==> src/rtl/dadda_mult_arbiter_if.sv <==
// Request/response bundle for the shared truncated-multiplier arbiter.
// DADDA_ARB_ERRMON_EN adds the rsp_err / err_max monitor signals.
interface dadda_mult_arbiter_if #(
  parameter int NREQ = 4,
  parameter int IDW  = 2
);
  logic                      en;
  logic [NREQ-1:0]           req_valid;
  logic [NREQ-1:0]           req_ready;
  logic [NREQ-1:0][7:0]      req_a;
  logic [NREQ-1:0][7:0]      req_b;
  logic                      rsp_valid;
  logic                      rsp_ready;
  logic [15:0]               rsp_p;
  logic [IDW-1:0]            rsp_id;
  logic                      busy;
`ifdef DADDA_ARB_ERRMON_EN
  logic [15:0]               rsp_err;
  logic [15:0]               err_max;

  modport slave  (input  en, req_valid, req_a, req_b, rsp_ready,
                  output req_ready, rsp_valid, rsp_p, rsp_id, busy, rsp_err, err_max);
  modport master (output en, req_valid, req_a, req_b, rsp_ready,
                  input  req_ready, rsp_valid, rsp_p, rsp_id, busy, rsp_err, err_max);
`else
  modport slave  (input  en, req_valid, req_a, req_b, rsp_ready,
                  output req_ready, rsp_valid, rsp_p, rsp_id, busy);
  modport master (output en, req_valid, req_a, req_b, rsp_ready,
                  input  req_ready, rsp_valid, rsp_p, rsp_id, busy);
`endif
endinterface

==> src/rtl/dadda_mult_arbiter.sv <==
// Round-robin sharing of one 8x8 truncated multiplier across NREQ clients, with a tagged response FIFO.
// Define DADDA_ARB_ERRMON_EN to carry the exact product and expose rsp_err / err_max.

// Truncated 8x8 product: partial products a0b0, a1b0, a0b1 are never generated.
module dadda_8b_trunc_2 (
  input  logic [7:0]  a,
  input  logic [7:0]  b,
  output logic [15:0] p
);
  always_comb begin
    p = '0;
    for (int i = 0; i < 8; i++) begin
      for (int j = 0; j < 8; j++) begin
        if (i + j >= 2) p = p + (16'(a[i] & b[j]) << (i + j));
      end
    end
  end
endmodule

module dadda_mult_arbiter #(
  parameter int NREQ      = 4,
  parameter int RSP_DEPTH = 4,
  parameter int IDW       = 2
) (
  input  logic                 clk,
  input  logic                 rst,
  dadda_mult_arbiter_if.slave  bus
);
  localparam int STAGES = 2;
  localparam int AW     = $clog2(RSP_DEPTH);
  localparam int CW     = AW + 2;

  typedef enum logic [1:0] {IDLE, RUN, DRAIN} state_t;

  typedef struct packed {
    logic [15:0]    p;
    logic [IDW-1:0] id;
`ifdef DADDA_ARB_ERRMON_EN
    logic [15:0]    x;
`endif
  } rsp_t;

  state_t          state, state_nxt;
  logic [IDW-1:0]  ptr;
  logic [STAGES:1] vld_pipe;

  logic [7:0]      s1_a, s1_b;
  logic [IDW-1:0]  s1_id;
  logic [15:0]     prod;
  rsp_t            s2;

  rsp_t            mem [RSP_DEPTH];
  logic [AW-1:0]   wr_ptr, rd_ptr;
  logic [AW:0]     count;
  rsp_t            head;
  logic            fifo_wr, fifo_rd;

  logic            found;
  logic [IDW-1:0]  gidx;
  logic [IDW-1:0]  jj;
  logic [CW-1:0]   used;
  logic            credit_ok, grant;

  // Rotating search starting at ptr; first valid requester wins.
  always_comb begin
    found = 1'b0;
    gidx  = '0;
    jj    = '0;
    for (int k = 0; k < NREQ; k++) begin
      jj = IDW'((int'(ptr) + k) % NREQ);
      if (!found && bus.req_valid[jj]) begin
        found = 1'b1;
        gidx  = jj;
      end
    end
  end

  // Registered occupancy only: a pop this cycle frees its slot next cycle.
  assign used      = CW'(count) + CW'(vld_pipe[1]) + CW'(vld_pipe[2]);
  assign credit_ok = used < CW'(RSP_DEPTH);
  assign grant     = (state == RUN) && bus.en && credit_ok && found;
  assign bus.req_ready = grant ? (NREQ'(1) << gidx) : '0;

  always_ff @(posedge clk or posedge rst) begin
    if (rst) ptr <= '0;
    else if (grant) ptr <= IDW'((int'(gidx) + 1) % NREQ);
  end

  // Pipeline: S1 holds operands, multiplier sits between S1 and S2.
  dadda_8b_trunc_2 u_mul (.a(s1_a), .b(s1_b), .p(prod));

  always_ff @(posedge clk or posedge rst) begin
    if (rst) begin
      vld_pipe <= '0;
      s1_a     <= '0;
      s1_b     <= '0;
      s1_id    <= '0;
      s2       <= '0;
    end else begin
      vld_pipe <= {vld_pipe[STAGES-1:1], grant};
      if (grant) begin
        s1_a  <= bus.req_a[gidx];
        s1_b  <= bus.req_b[gidx];
        s1_id <= gidx;
      end
      if (vld_pipe[1]) begin
        s2.p  <= prod;
        s2.id <= s1_id;
`ifdef DADDA_ARB_ERRMON_EN
        s2.x  <= 16'(s1_a) * 16'(s1_b);
`endif
      end
    end
  end

  // Response FIFO; credit guarantees a free slot whenever S2 writes.
  assign fifo_wr       = vld_pipe[STAGES];
  assign bus.rsp_valid = (count != '0);
  assign fifo_rd       = bus.rsp_valid && bus.rsp_ready;
  assign head          = mem[rd_ptr];

  always_ff @(posedge clk) begin
    if (fifo_wr) mem[wr_ptr] <= s2;
  end

  always_ff @(posedge clk or posedge rst) begin
    if (rst) begin
      wr_ptr <= '0;
      rd_ptr <= '0;
      count  <= '0;
    end else begin
      if (fifo_wr) wr_ptr <= wr_ptr + 1'b1;
      if (fifo_rd) rd_ptr <= rd_ptr + 1'b1;
      count <= count + (AW+1)'(fifo_wr) - (AW+1)'(fifo_rd);
    end
  end

  assign bus.rsp_p  = bus.rsp_valid ? head.p  : '0;
  assign bus.rsp_id = bus.rsp_valid ? head.id : '0;
  assign bus.busy   = (|vld_pipe) || bus.rsp_valid;

`ifdef DADDA_ARB_ERRMON_EN
  assign bus.rsp_err = bus.rsp_valid ? (head.x - head.p) : '0;

  always_ff @(posedge clk or posedge rst) begin
    if (rst) bus.err_max <= '0;
    else if (fifo_rd && (bus.rsp_err > bus.err_max)) bus.err_max <= bus.rsp_err;
  end
`endif

  always_ff @(posedge clk or posedge rst) begin
    if (rst) state <= IDLE;
    else     state <= state_nxt;
  end

  // Entering RUN costs one cycle with no grant; DRAIN waits for every in-flight op.
  always_comb begin
    state_nxt = state;
    case (state)
      IDLE:    if (bus.en && (|bus.req_valid)) state_nxt = RUN;
      RUN:     if (!bus.en) state_nxt = DRAIN;
      DRAIN:   if (bus.en) state_nxt = RUN;
               else if (!bus.busy) state_nxt = IDLE;
      default: state_nxt = IDLE;
    endcase
  end
endmodule
==> src/flat_wrapper.sv <==
// flat-port wrapper written by rule: the top's interface ports become plain ports
module dadda_mult_arbiter_flat 
#(
  parameter int NREQ      = 4,
  parameter int RSP_DEPTH = 4,
  parameter int IDW       = 2
)
  (clk, rst, bus_en, bus_req_valid, bus_req_a, bus_req_b, bus_rsp_ready, bus_req_ready, bus_rsp_valid, bus_rsp_p, bus_rsp_id, bus_busy);
  dadda_mult_arbiter_if #(.NREQ(NREQ), .IDW(IDW)) bus_i ();
  input  logic clk;
  input  logic rst;
  input wire logic [$bits(bus_i.en)-1:0] bus_en;
  input wire logic [$bits(bus_i.req_valid)-1:0] bus_req_valid;
  input wire logic [$bits(bus_i.req_a)-1:0] bus_req_a;
  input wire logic [$bits(bus_i.req_b)-1:0] bus_req_b;
  input wire logic [$bits(bus_i.rsp_ready)-1:0] bus_rsp_ready;
  output wire logic [$bits(bus_i.req_ready)-1:0] bus_req_ready;
  output wire logic [$bits(bus_i.rsp_valid)-1:0] bus_rsp_valid;
  output wire logic [$bits(bus_i.rsp_p)-1:0] bus_rsp_p;
  output wire logic [$bits(bus_i.rsp_id)-1:0] bus_rsp_id;
  output wire logic [$bits(bus_i.busy)-1:0] bus_busy;
  assign bus_i.en = bus_en;
  assign bus_i.req_valid = bus_req_valid;
  assign bus_i.req_a = bus_req_a;
  assign bus_i.req_b = bus_req_b;
  assign bus_i.rsp_ready = bus_rsp_ready;
  assign bus_req_ready = bus_i.req_ready;
  assign bus_rsp_valid = bus_i.rsp_valid;
  assign bus_rsp_p = bus_i.rsp_p;
  assign bus_rsp_id = bus_i.rsp_id;
  assign bus_busy = bus_i.busy;
  dadda_mult_arbiter #(.NREQ(NREQ), .RSP_DEPTH(RSP_DEPTH), .IDW(IDW)) u_core (.clk(clk), .rst(rst), .bus(bus_i));
endmodule
==> config.mk <==
export PLATFORM = sky130hd
export DESIGN_NAME = dadda_mult_arbiter_flat
export DESIGN_NICKNAME = d
export VERILOG_FILES = /design/src/rtl/dadda_mult_arbiter_if.sv /design/src/rtl/dadda_mult_arbiter.sv /design/src/flat_wrapper.sv
export SDC_FILE = /design/constraint.sdc
export NUM_CORES = 1
export LEC_CHECK = 0
export ABC_AREA = 1
export ABC_CLOCK_PERIOD_IN_PS = 5550
export CAP_MARGIN = 20
export CORE_MARGIN = 2
export CORE_UTILIZATION = 57
export CTS_CLUSTER_SIZE = 24
export DETAILED_ROUTE_END_ITERATION = 6
export PLACE_DENSITY = 0.86
export SKIP_LAST_GASP = 1
export SYNTH_ARGS = -nofsm -noshare
export SYNTH_HDL_FRONTEND = slang
export SYNTH_HIERARCHICAL = 1
export SYNTH_SLANG_ARGS = --single-unit
export TNS_END_PERCENT = 30
==> constraint.sdc <==
create_clock -name clk -period 5.55 [get_ports clk]
set_clock_uncertainty 0.05 [all_clocks]
set_input_delay 1.3875 -clock clk [delete_from_list [all_inputs] [get_ports clk]]
set_output_delay 1.3875 -clock clk [all_outputs]
set_load 0.01 [all_outputs]
==> results of run 1 <==
## cell families after synthesis
family	synth area share [%]
and+or+nand+nor	23.1
AOI/OAI and AO/OA	5.04
other	0.0483
adders and majority gates	15.5
buffers and inverters	9.39
DFF	43.6
muxes	2.32
xor gates and xnor gates	0.902
## state kept, by name (all words and copies together) (netlist names)
signal / cells
u_core/mem: 72
u_core/s2: 18
u_core/s1_a: 8
u_core/s1_b: 8
u_core/count: 3
u_core/ptr: 2
u_core/rd_ptr: 2
u_core/s1_id: 2
u_core/state: 2
u_core/vld_pipe: 2
u_core/wr_ptr: 2
## final cells by class
cell class,count,area [um^2],area share [%]
multi-input cells,612,3650,38.8
flip-flops and latches,121,3390,36.0
repair buffers,104,1030,11.0
inverters,134,505,5.37
clock buffers,17,425,4.52
well taps,176,220,2.34
clock inverters,15,189,2.01
## per-layer routing
layer	wire length, um	vias up
met2	9140	252
met3	911	42
met1	6940	3035
met5	0	-
met4	364	0
li1	-	3018
## worst max-delay path, stage by stage
cell,delay [ns]
clkdlybuf4s50_1,0.45
inv_1,0.06
nand2_1,0.06
nand2_1,0.09
nand2_1,0.08
nand2_2,0.08
nand2_2,0.07
nand2_1,0.06
nand2_2,0.09
nand3_4,0.30
nor2_1,0.19
nand2_1,0.06
inv_1,0.08
clkdlybuf4s50_1,0.53
## power by group
group	total (mW)	internal, mW	switching (mW)	leakage [nW]
Combinational	2.81	1.11	1.71	3.18
Clock	1.13	0.715	0.416	0.289
Sequential	1.51	1.23	0.275	1.27
## stage by stage
stage	cells	power (mW)	instance area [um^2]	utilization, %
floorplan	914	3.50	7770	-
global placement	1146	4.16	8780	66.0
detailed placement	1146	4.24	8780	66.0
CTS	1178	5.44	9390	70.6
global route	1179	5.91	9410	70.8
finish	1179	5.45	9410	70.8
## how the worst max path moves through the flow
stage,start,slack (ns),cells after the start,end
4_1_cts,bus_req_valid[2],0.53,14,bus_req_ready[1]
3_5_place_dp,bus_req_valid[3],0.55,8,bus_req_ready[0]
6_report,bus_req_valid[2],0.52,14,bus_req_ready[1]
3_3_place_gp,bus_req_valid[2],0.56,14,bus_req_ready[1]
2_1_floorplan,u_core/s1_b[4],1.44,19,u_core/s2[16]
5_1_grt,bus_req_valid[3],0.31,11,bus_req_ready[0]
## synth_stat cells, drive strengths merged
| cell | count | area (um^2) |
|---|---|---|
| a21boi | 1 | 7.51 |
| a21o | 1 | 8.76 |
| a21oi | 25 | 125 |
| a221oi | 1 | 8.76 |
| buf | 20 | 123 |
| clkbuf | 27 | 101 |
| clkinv | 3 | 11.3 |
| conb | 1 | 3.75 |
| dfrtp | 49 | 1230 |
| edfxtp | 72 | 2160 |
| fa | 39 | 781 |
| ha | 34 | 425 |
| inv | 131 | 494 |
| mux2 | 16 | 180 |
| nand2 | 291 | 1100 |
| nand3 | 16 | 103 |
| nand4 | 36 | 225 |
| nor2 | 94 | 353 |
| nor3 | 2 | 15.0 |
| o21a | 1 | 7.51 |
| o21ai | 42 | 214 |
| o21bai | 1 | 7.51 |
| o22ai | 2 | 12.5 |
| xnor2 | 1 | 8.76 |
| xor2 | 7 | 61.3 |
==> out/qor.json, run 1 <==
{
  "result_of_the_run": {"value": "complete, no violations"},
  "global_route.usage.met2": {"value": 43.4, "unit": "%"},
  "reg2reg_depth": {"value": 20},
  "dp_slack": {"value": 0.547, "unit": "ns"},
  "min_period": {"value": 5.03, "unit": "ns"},
  "first_pass_grt_wire_length": {"value": 28400, "unit": "um"},
  "cap_viol_max_count": {"value": 0},
  "criticalPathCategory": {"value": "in -> out"},
  "irDropWorstVdd": {"value": 0.000251, "unit": "V"},
  "reg2reg_slack": {"value": 1.24, "unit": "ns"},
  "hpwl": {"value": 11100, "unit": "um"},
  "ys_seq_elements": {"value": 121},
  "cts_hold_buf": {"value": 0},
  "hold_path.class": {"value": "reg -> reg"},
  "worst_setup_path_end_kind": {"value": "primary output"},
  "vias_per_cell": {"value": 5.38},
  "fmax": {"value": 199, "unit": "MHz"},
  "synthesis.area": {"value": 0.00777, "unit": "mm^2"},
  "n_fill_cell": {"value": 955},
  "rsz0062_at_grt": {"value": "no"},
  "number_of_nets_in_the_finished_design": {"value": 1135},
  "finalWorstSetupSlack": {"value": 0.518, "unit": "ns"},
  "io_pins": {"value": 96},
  "fp.dieW": {"value": 121, "unit": "um"},
  "totalWireLength": {"value": 17300, "unit": "um"},
  "rows": {"value": 42},
  "cts.reportedPaths.clkPinSlew": {"value": 0.06, "unit": "ns"},
  "global_route.overflow_total": {"value": 0},
  "hold-worst-slack": {"value": 0.476, "unit": "ns"},
  "layout_cells_sized_above_1": {"value": 7.18, "unit": "%"},
  "numClockSinks": {"value": 121},
  "grtUsageTotal": {"value": 24.9, "unit": "%"},
  "top_usage_layer": {"value": "met2"},
  "timing_worst_slew_pin_value": {"value": 0.888, "unit": "ns"},
  "fin_crit_sh": {"value": 90.7, "unit": "%"},
  "clock_path_buffers": {"value": 2},
  "area.growth.synth_to_final": {"value": 21.2, "unit": "%"},
  "mostFrequentLayoutCells": {"value": "nand2_1, inv_1, clkdlybuf4s50_1"},
  "numPortBuffers": {"value": 95},
  "total_inserted_antenna_cells": {"value": 0},
  "final_common_cell": {"value": "nand2_1"},
  "setup-violations-final": {"value": 0},
  "cts_resized": {"value": 0},
  "number_of_buffers_inserted_to_repair_setup_after_cts": {"value": 0},
  "worst_skew_pair_latency": {"value": 0.41, "unit": "ns"},
  "data_required_time_at_the_worst_endpoint": {"value": 4.11, "unit": "ns"},
  "slew-limit-headroom": {"value": 40.4, "unit": "%"},
  "timing.critical_path.arrival": {"value": 3.59, "unit": "ns"},
  "timing.final.hold_violations": {"value": 0},
  "core_region_area": {"value": 0.0133, "unit": "mm^2"},
  "vias": {"value": 6347},
  "design.die.area": {"value": 0.0146, "unit": "mm^2"},
  "drc": {"value": 0},
  "cts_htree_levels": {"value": 4},
  "cts_made_buffers": {"value": 17},
  "mean_instance_size_in_the_synthesized_netlist": {"value": 8.51, "unit": "um^2"},
  "power_per_cell_area": {"value": 579, "unit": "mW/mm^2"},
  "grt_pass1_vias": {"value": 6217},
  "final_antenna_net_count": {"value": 0},
  "netlist-cell-type-count": {"value": 35},
  "postSynthCellCount": {"value": 913},
  "holdPathEnd": {"value": "u_core/mem[3][3]"},
  "timing.rr.end": {"value": "u_core/s2[17]"},
  "worst_setup_path_start_kind": {"value": "input port"},
  "final_max_slew_viol_count": {"value": 0},
  "worstHoldPathCells": {"value": 0},
  "dr.first_iter.drc_count": {"value": 551},
  "synth_seq_area_share": {"value": 43.6, "unit": "%"},
  "grt_start_max_net_pins": {"value": 50},
  "grtUsageMet3": {"value": 4.29, "unit": "%"},
  "average_detailed_routed_wire_length_per_instance": {"value": 14.7, "unit": "um"},
  "yosys_warnings": {"value": 6},
  "initial_antenna_violation_count": {"value": 0},
  "dieHeight": {"value": 121, "unit": "um"},
  "critical_path.max_fanout": {"value": 35},
  "drt_pre_antenna_iters": {"value": 6},
  "start_util": {"value": 58.4, "unit": "%"},
  "total_leakage_power": {"value": 4.74, "unit": "nW"},
  "worst_hold_startpoint": {"value": "u_core/s2[3]"},
  "reg2reg_from": {"value": "u_core/s1_b[4]"},
  "cts_root_buffer": {"value": "clkbuf_16"},
  "gr-usage-met1": {"value": 30.5, "unit": "%"},
  "gp_routability_congestion": {"value": 0.822},
  "cts_tree": {"value": "done"},
  "setup_tns_final": {"value": 0, "unit": "ns"}
}
Power figures use the tool's default switching activity.
==> run 2, diff against run 1 <==
==> constraint.sdc (replaced) <==
create_clock -name clk -period 5.55 [get_ports clk]
set_clock_uncertainty 0.05 [all_clocks]
set_input_delay 0.555 -clock clk [delete_from_list [all_inputs] [get_ports clk]]
set_output_delay 0.555 -clock clk [all_outputs]
set_load 0.01 [all_outputs]
==> out/qor.json, run 2 (synthesis results as in run 1) <==
{
  "result_of_the_run": {"value": "complete, no violations"},
  "core_region_area": {"value": 0.0133, "unit": "mm^2"},
  "clock_path_buffers": {"value": 2},
  "worstSetupPathDepth": {"value": 20},
  "drc": {"value": 0},
  "worst_setup_path_end_kind": {"value": "flip-flop"},
  "dp_slack": {"value": 1.37, "unit": "ns"},
  "grt_start_max_net_pins": {"value": 50},
  "cts.reportedPaths.clkPinSlew": {"value": 0.06, "unit": "ns"},
  "reg2reg_depth": {"value": 20},
  "dr.first_iter.drc_count": {"value": 502},
  "initial_antenna_violation_count": {"value": 0},
  "rsz0062_at_grt": {"value": "no"},
  "netSwitchingFraction": {"value": 44.4, "unit": "%"},
  "share_clk_of_total_power": {"value": 20.7, "unit": "%"},
  "power.switching": {"value": 2.43, "unit": "mW"},
  "number_of_buffers_inserted_to_repair_setup_after_cts": {"value": 0},
  "gp_routability_congestion": {"value": 0.916},
  "timing_worst_slew_pin_value": {"value": 0.848, "unit": "ns"},
  "finalInstanceArea": {"value": 0.00939, "unit": "mm^2"},
  "worst_skew_pair_latency": {"value": 0.42, "unit": "ns"},
  "cap_viol_max_count": {"value": 0},
  "total_inserted_antenna_cells": {"value": 0},
  "cts_made_buffers": {"value": 17},
  "average_detailed_routed_wire_length_per_instance": {"value": 14.8, "unit": "um"},
  "fin_crit_sh": {"value": 76.9, "unit": "%"},
  "area.growth.synth_to_final": {"value": 20.9, "unit": "%"},
  "number_of_nets_in_the_finished_design": {"value": 1132},
  "worst_setup_path_start_kind": {"value": "flip-flop"},
  "critical_path.n_buffers_inverters": {"value": 6},
  "first_pass_grt_wire_length": {"value": 28800, "unit": "um"},
  "fmax": {"value": 234, "unit": "MHz"},
  "layout_top_registers": {"value": "u_core/mem x72, u_core/s2 x18"},
  "final_max_slew_viol_count": {"value": 0},
  "critical_path.max_stage_delay": {"value": 0.53, "unit": "ns"},
  "slew-limit-headroom": {"value": 43.4, "unit": "%"},
  "layout_cells_sized_above_1": {"value": 6.90, "unit": "%"},
  "critical_path.cell_chain": {"value": "nand2_1 > inv_1 > fa_1 > inv_1 > fa_1 > inv_1 > fa_1 > inv_1 > fa_1 > inv_1 > ha_1 > nand2_1 > inv_1 > nand2_1 > nand2_1 > nand2_1 > nand3_1 > nand2_1 > nand2_1 > mux2_2"},
  "io_pins": {"value": 96},
  "share_seq_of_total_power": {"value": 27.8, "unit": "%"},
  "combPwrFrac": {"value": 51.5, "unit": "%"},
  "cts_resized": {"value": 0},
  "power_report.internal_total": {"value": 3.04, "unit": "mW"},
  "totalWireLength": {"value": 17400, "unit": "um"},
  "power_per_cell_area": {"value": 582, "unit": "mW/mm^2"},
  "placement.cell_area": {"value": 0.00876, "unit": "mm^2"},
  "rows": {"value": 42},
  "cts_root_buffer": {"value": "clkbuf_16"},
  "kind_of_cell_adding_the_most_delay_to_the_critical_path": {"value": "adder cells"},
  "final_antenna_net_count": {"value": 0},
  "fp.dieW": {"value": 121, "unit": "um"},
  "min_period": {"value": 4.27, "unit": "ns"},
  "mostFrequentLayoutCells": {"value": "nand2_1, inv_1, clkdlybuf4s50_1"},
  "largest_register_ffs": {"value": 72},
  "start_util": {"value": 58.4, "unit": "%"},
  "hpwl": {"value": 11200, "unit": "um"},
  "cpMostUsedCell": {"value": "nand2_1"},
  "drt_pre_antenna_iters": {"value": 5},
  "setup_tns_final": {"value": 0, "unit": "ns"},
  "total_leakage_power": {"value": 4.73, "unit": "nW"},
  "cts_htree_levels": {"value": 4},
  "numClockSinks": {"value": 121},
  "cts_tree": {"value": "done"},
  "cp_slowest_cell": {"value": "fa_1"},
  "global_route.overflow_total": {"value": 0},
  "registers.top_by_ff_count": {"value": "u_core/mem"},
  "cts_hold_buf": {"value": 0},
  "criticalPathCategory": {"value": "reg -> reg"},
  "irDropWorstVdd": {"value": 0.000280, "unit": "V"},
  "final_common_cell": {"value": "nand2_1"},
  "numPortBuffers": {"value": 95},
  "setup-violations-final": {"value": 0},
  "design.die.area": {"value": 0.0146, "unit": "mm^2"},
  "timing.final.hold_violations": {"value": 0},
  "vias_per_cell": {"value": 5.31},
  "critical_path.max_fanout": {"value": 9},
  "grt_pass1_vias": {"value": 6260},
  "timing.critical_path.arrival": {"value": 4.52, "unit": "ns"},
  "vias": {"value": 6239},
  "finalWorstSetupSlack": {"value": 1.28, "unit": "ns"},
  "grtUsageTotal": {"value": 25.3, "unit": "%"},
  "dieHeight": {"value": 121, "unit": "um"},
  "data_required_time_at_the_worst_endpoint": {"value": 5.80, "unit": "ns"},
  "hold_path.class": {"value": "in -> async"}
}
==> run 2: area by class of cell <==
type	instances	area, um^2
clock buffer	17	425
clock inverter	15	190
fill	972	3900
inverter	134	505
multi-input combinational	612	3650
sequential	121	3390
tap	176	220
timing repair buffer	101	1010
==> run 2: worst reg2reg max path, delay by kind of cell, from the launching register on <==
family        cells  cell delay (ns)
fa+ha+maj         5             2.42
mux               1             0.26
simple gates      8             0.63
flops             1             0.47
buf+inv           6             0.31
==> run 2: per-layer routing <==
metal | global-route usage, % | part of all wire, %
met1 | 29.9 | 40
met2 | 45.0 | 52
met3 | 4.53 | 5.7
met4 | 11.0 | 2.5
met5 | 0 | 0
==> run 2: metrics by stage <==
stage | total power, mW | hold WS [ns] | std cells | utilization, %
after floorplan | 3.50 | 0.361 | 914 | -
after global placement | 4.14 | 0.440 | 1143 | 65.9
after detailed placement | 4.24 | 0.451 | 1143 | 65.9
after CTS | 5.46 | 0.464 | 1175 | 70.5
after global routing | 5.91 | 0.326 | 1176 | 70.6
final | 5.47 | 0.301 | 1176 | 70.6
==> run 2: path summary, 6_finish.rpt <==
check	startpoint	endpoint	slack, ns
worst min register to register	u_core/s2[4]	u_core/mem[3][4]	0.47
min in group clk	u_core/s2[4]	u_core/mem[3][4]	0.47
max in group asynchronous	rst	u_core/s1_b[2]	4.67
worst min-delay path	rst	u_core/state[1]	0.30
worst max-delay path	u_core/s1_a[5]	u_core/s2[17]	1.28
worst max register to register	u_core/s1_a[5]	u_core/s2[17]	1.28
==> run 2: power groups by stage <==
stage | clock, mW | combinational, mW | sequential (mW)
floorplan | 0 | 2.14 | 1.36
global placement | 0 | 2.64 | 1.50
detailed placement | 0 | 2.72 | 1.52
CTS | 1.14 | 2.81 | 1.51
global route | 1.18 | 3.18 | 1.55
finish | 1.13 | 2.82 | 1.52
==> run 3, diff against run 2 <==
--- a/config.mk
+++ b/config.mk
@@ -6,7 +6,7 @@
 export NUM_CORES = 1
 export LEC_CHECK = 0
 export ABC_AREA = 1
-export ABC_CLOCK_PERIOD_IN_PS = 5550
+export ABC_CLOCK_PERIOD_IN_PS = 4030
 export CAP_MARGIN = 20
 export CORE_MARGIN = 2
 export CORE_UTILIZATION = 57
==> constraint.sdc (replaced) <==
create_clock -name clk -period 4.03 [get_ports clk]
set_clock_uncertainty 0.05 [all_clocks]
set_input_delay 0.403 -clock clk [delete_from_list [all_inputs] [get_ports clk]]
set_output_delay 0.403 -clock clk [all_outputs]
set_load 0.01 [all_outputs]
==> out/qor.json, run 3 (synthesis results as in run 1) <==
{
  "design.die.area": {"value": 0.0146, "unit": "mm^2"},
  "cts.reportedPaths.clkPinSlew": {"value": 0.06, "unit": "ns"},
  "registers.top_by_ff_count": {"value": "u_core/mem"},
  "placement.cell_area": {"value": 0.00897, "unit": "mm^2"},
  "numClockSinks": {"value": 121},
  "critical_path.cell_chain": {"value": "buf_4 > nand2_1 > inv_1 > fa_1 > fa_1 > inv_1 > fa_1 > inv_2 > ha_4 > ha_4 > inv_1 > fa_2 > o21ai_4 > nand2_1 > nand3_1 > nand2_1 > mux2_2"},
  "min_period": {"value": 4.05, "unit": "ns"},
  "reg2reg_from": {"value": "u_core/s1_a[2]"},
  "vias_per_cell": {"value": 5.43},
  "power.switching": {"value": 3.67, "unit": "mW"},
  "hpwl": {"value": 11900, "unit": "um"},
  "critical_path.n_buffers_inverters": {"value": 5},
  "drt_pre_antenna_iters": {"value": 6},
  "layout_cells_sized_above_1": {"value": 14.0, "unit": "%"},
  "timing.critical_path.arrival": {"value": 4.30, "unit": "ns"},
  "dieHeight": {"value": 121, "unit": "um"},
  "critical_path.max_stage_delay": {"value": 0.54, "unit": "ns"},
  "final_common_cell": {"value": "nand2_1"},
  "violations": {"value": "setup timing"},
  "share_seq_of_total_power": {"value": 24.3, "unit": "%"},
  "utilization": {"value": 74.0, "unit": "%"},
  "number_of_nets_in_the_finished_design": {"value": 1169},
  "result_of_the_run": {"value": "complete, but fails checks"},
  "cts_htree_levels": {"value": 4},
  "cts_root_buffer": {"value": "clkbuf_16"},
  "cap_viol_max_count": {"value": 0},
  "fin_crit_sh": {"value": 101, "unit": "%"},
  "netSwitchingFraction": {"value": 44.2, "unit": "%"},
  "core_region_area": {"value": 0.0133, "unit": "mm^2"},
  "cts_made_buffers": {"value": 17},
  "critical_path.max_fanout": {"value": 5},
  "power_per_cell_area": {"value": 844, "unit": "mW/mm^2"},
  "n_fill_cell": {"value": 848},
  "timing.final.hold_violations": {"value": 0},
  "combPwrFrac": {"value": 56.8, "unit": "%"},
  "grt_start_max_net_pins": {"value": 50},
  "timing.rr.end": {"value": "u_core/s2[14]"},
  "cts_hold_buf": {"value": 0},
  "kind_of_cell_adding_the_most_delay_to_the_critical_path": {"value": "adder cells"},
  "initial_antenna_violation_count": {"value": 0},
  "cp_slowest_cell": {"value": "fa_1"},
  "dr.first_iter.drc_count": {"value": 552},
  "hold-worst-slack": {"value": 0.152, "unit": "ns"},
  "share_clk_of_total_power": {"value": 18.9, "unit": "%"},
  "total_inserted_antenna_cells": {"value": 0},
  "final_antenna_net_count": {"value": 0},
  "average_detailed_routed_wire_length_per_instance": {"value": 16.2, "unit": "um"},
  "grt_pass1_vias": {"value": 6626},
  "vias": {"value": 6581},
  "worst_skew_pair_latency": {"value": 0.42, "unit": "ns"},
  "start_util": {"value": 58.4, "unit": "%"},
  "power_report.internal_total": {"value": 4.63, "unit": "mW"},
  "finalInstanceArea": {"value": 0.00984, "unit": "mm^2"},
  "setup-violations-final": {"value": 3},
  "drc": {"value": 0},
  "total_power": {"value": 8.30, "unit": "mW"},
  "reg2reg_slack": {"value": -0.02, "unit": "ns"},
  "first_pass_grt_wire_length": {"value": 30900, "unit": "um"},
  "reg2reg_depth": {"value": 17},
  "clock_path_buffers": {"value": 2},
  "global_route.overflow_total": {"value": 0},
  "rsz0062_at_grt": {"value": "yes"},
  "irDropWorstVdd": {"value": 0.000478, "unit": "V"},
  "mostFrequentLayoutCells": {"value": "nand2_1, inv_1, clkdlybuf4s50_1"},
  "layout_top_registers": {"value": "u_core/mem x72, u_core/s2 x18"},
  "finalWorstSetupSlack": {"value": -0.0237, "unit": "ns"},
  "fmax": {"value": 247, "unit": "MHz"},
  "fp.dieW": {"value": 121, "unit": "um"},
  "slew-limit-headroom": {"value": 37.3, "unit": "%"},
  "hold_path.class": {"value": "in -> async"},
  "worst_setup_path_end_kind": {"value": "flip-flop"},
  "gp_routability_congestion": {"value": 0.882},
  "grtUsageTotal": {"value": 27.1, "unit": "%"},
  "total_leakage_power": {"value": 4.92, "unit": "nW"},
  "totalWireLength": {"value": 19700, "unit": "um"},
  "io_pins": {"value": 96},
  "cts_tree": {"value": "done"},
  "worst_setup_path_start_kind": {"value": "flip-flop"},
  "data_required_time_at_the_worst_endpoint": {"value": 4.28, "unit": "ns"},
  "largest_register_ffs": {"value": 72},
  "final_max_slew_viol_count": {"value": 0},
  "timing_worst_slew_pin_value": {"value": 0.935, "unit": "ns"},
  "rows": {"value": 42},
  "area.growth.synth_to_final": {"value": 26.7, "unit": "%"},
  "criticalPathCategory": {"value": "reg -> reg"},
  "numPortBuffers": {"value": 95}
}
## run 3: cell types whose count changed in the layout (fill, tap and decap cells not counted), moves of 8 or more
cell / delta
buf_4: +35
dfrtp_1: -8
dfrtp_2: +8
nand2_1: -10
nand2_2: +9
## run 3: how the worst max path moves through the flow
| stage | startpoint | to | slack (ns) | cells after the start |
|---|---|---|---|---|
| after detailed placement | u_core/s1_b[4] | u_core/s2[16] | -0.05 | 14 |
| after global placement | u_core/s1_a[4] | u_core/s2[16] | 0.01 | 13 |
| after global routing | u_core/s1_b[5] | u_core/s2[15] | -0.16 | 17 |
| after CTS | u_core/s1_b[4] | u_core/s2[12] | -0.02 | 16 |
| final | u_core/s1_a[2] | u_core/s2[14] | -0.02 | 17 |
| after floorplan | u_core/s1_b[7] | u_core/s2[16] | -0.007 | 14 |
## run 3: worst register-to-register path, stage by stage (launching register included)
cell and delay, ns:
dfrtp_2 0.44, buf_4 0.17, nand2_1 0.09, inv_1 0.06, fa_1 0.51, fa_1 0.54
inv_1 0.05, fa_1 0.47, inv_2 0.11, ha_4 0.16, ha_4 0.14, inv_1 0.06
fa_2 0.42, o21ai_4 0.20, nand2_1 0.09, nand3_1 0.07, nand2_1 0.05, mux2_2 0.25
## run 3: stage by stage
step,TNS [ns],setup slack (ns),cells
after detailed placement,-0.171,-0.0510,1170
after global routing,-0.866,-0.155,1213
after floorplan,-0.00679,-0.00679,914
after global placement,0,0.0135,1170
final,-0.0493,-0.0237,1213
after CTS,-0.0328,-0.0156,1203
## run 3: what timing repair did
action	in CTS	in global routing
gates resized for setup	16	29
endpoints found under the setup margin	5	7
buffers inserted	1	9
pin swaps	6	23
## run 3: layer usage
layer  share of wire (%)  GRT usage, %  vias to the layer above  wire (um)
met5                   0             0                        -          0
met4                 2.7          11.3                        0        539
met3                 5.9          5.24                       55       1160
met2                  53          48.4                      291      10400
met1                  38          31.8                     3136       7570
li1                    -             -                     3099          -
## run 3: final cells by class
cell class	instances	area [um^2]	area share [%]
timing repair buffer	138	1290	13.2
clock inverter	15	186	1.89
inverter	134	505	5.14
multi-input combinational	612	3810	38.7
clock buffer	17	425	4.32
sequential	121	3400	34.5
tap	176	220	2.24
## run 3: power by group through the flow
stage,logic [mW],registers [mW],clock network [mW]
global placement,3.95,1.98,0
finish,4.71,2.02,1.57
CTS,4.36,2.00,1.57
global route,5.24,2.05,1.63
detailed placement,4.09,2.00,0
floorplan,2.99,1.87,0
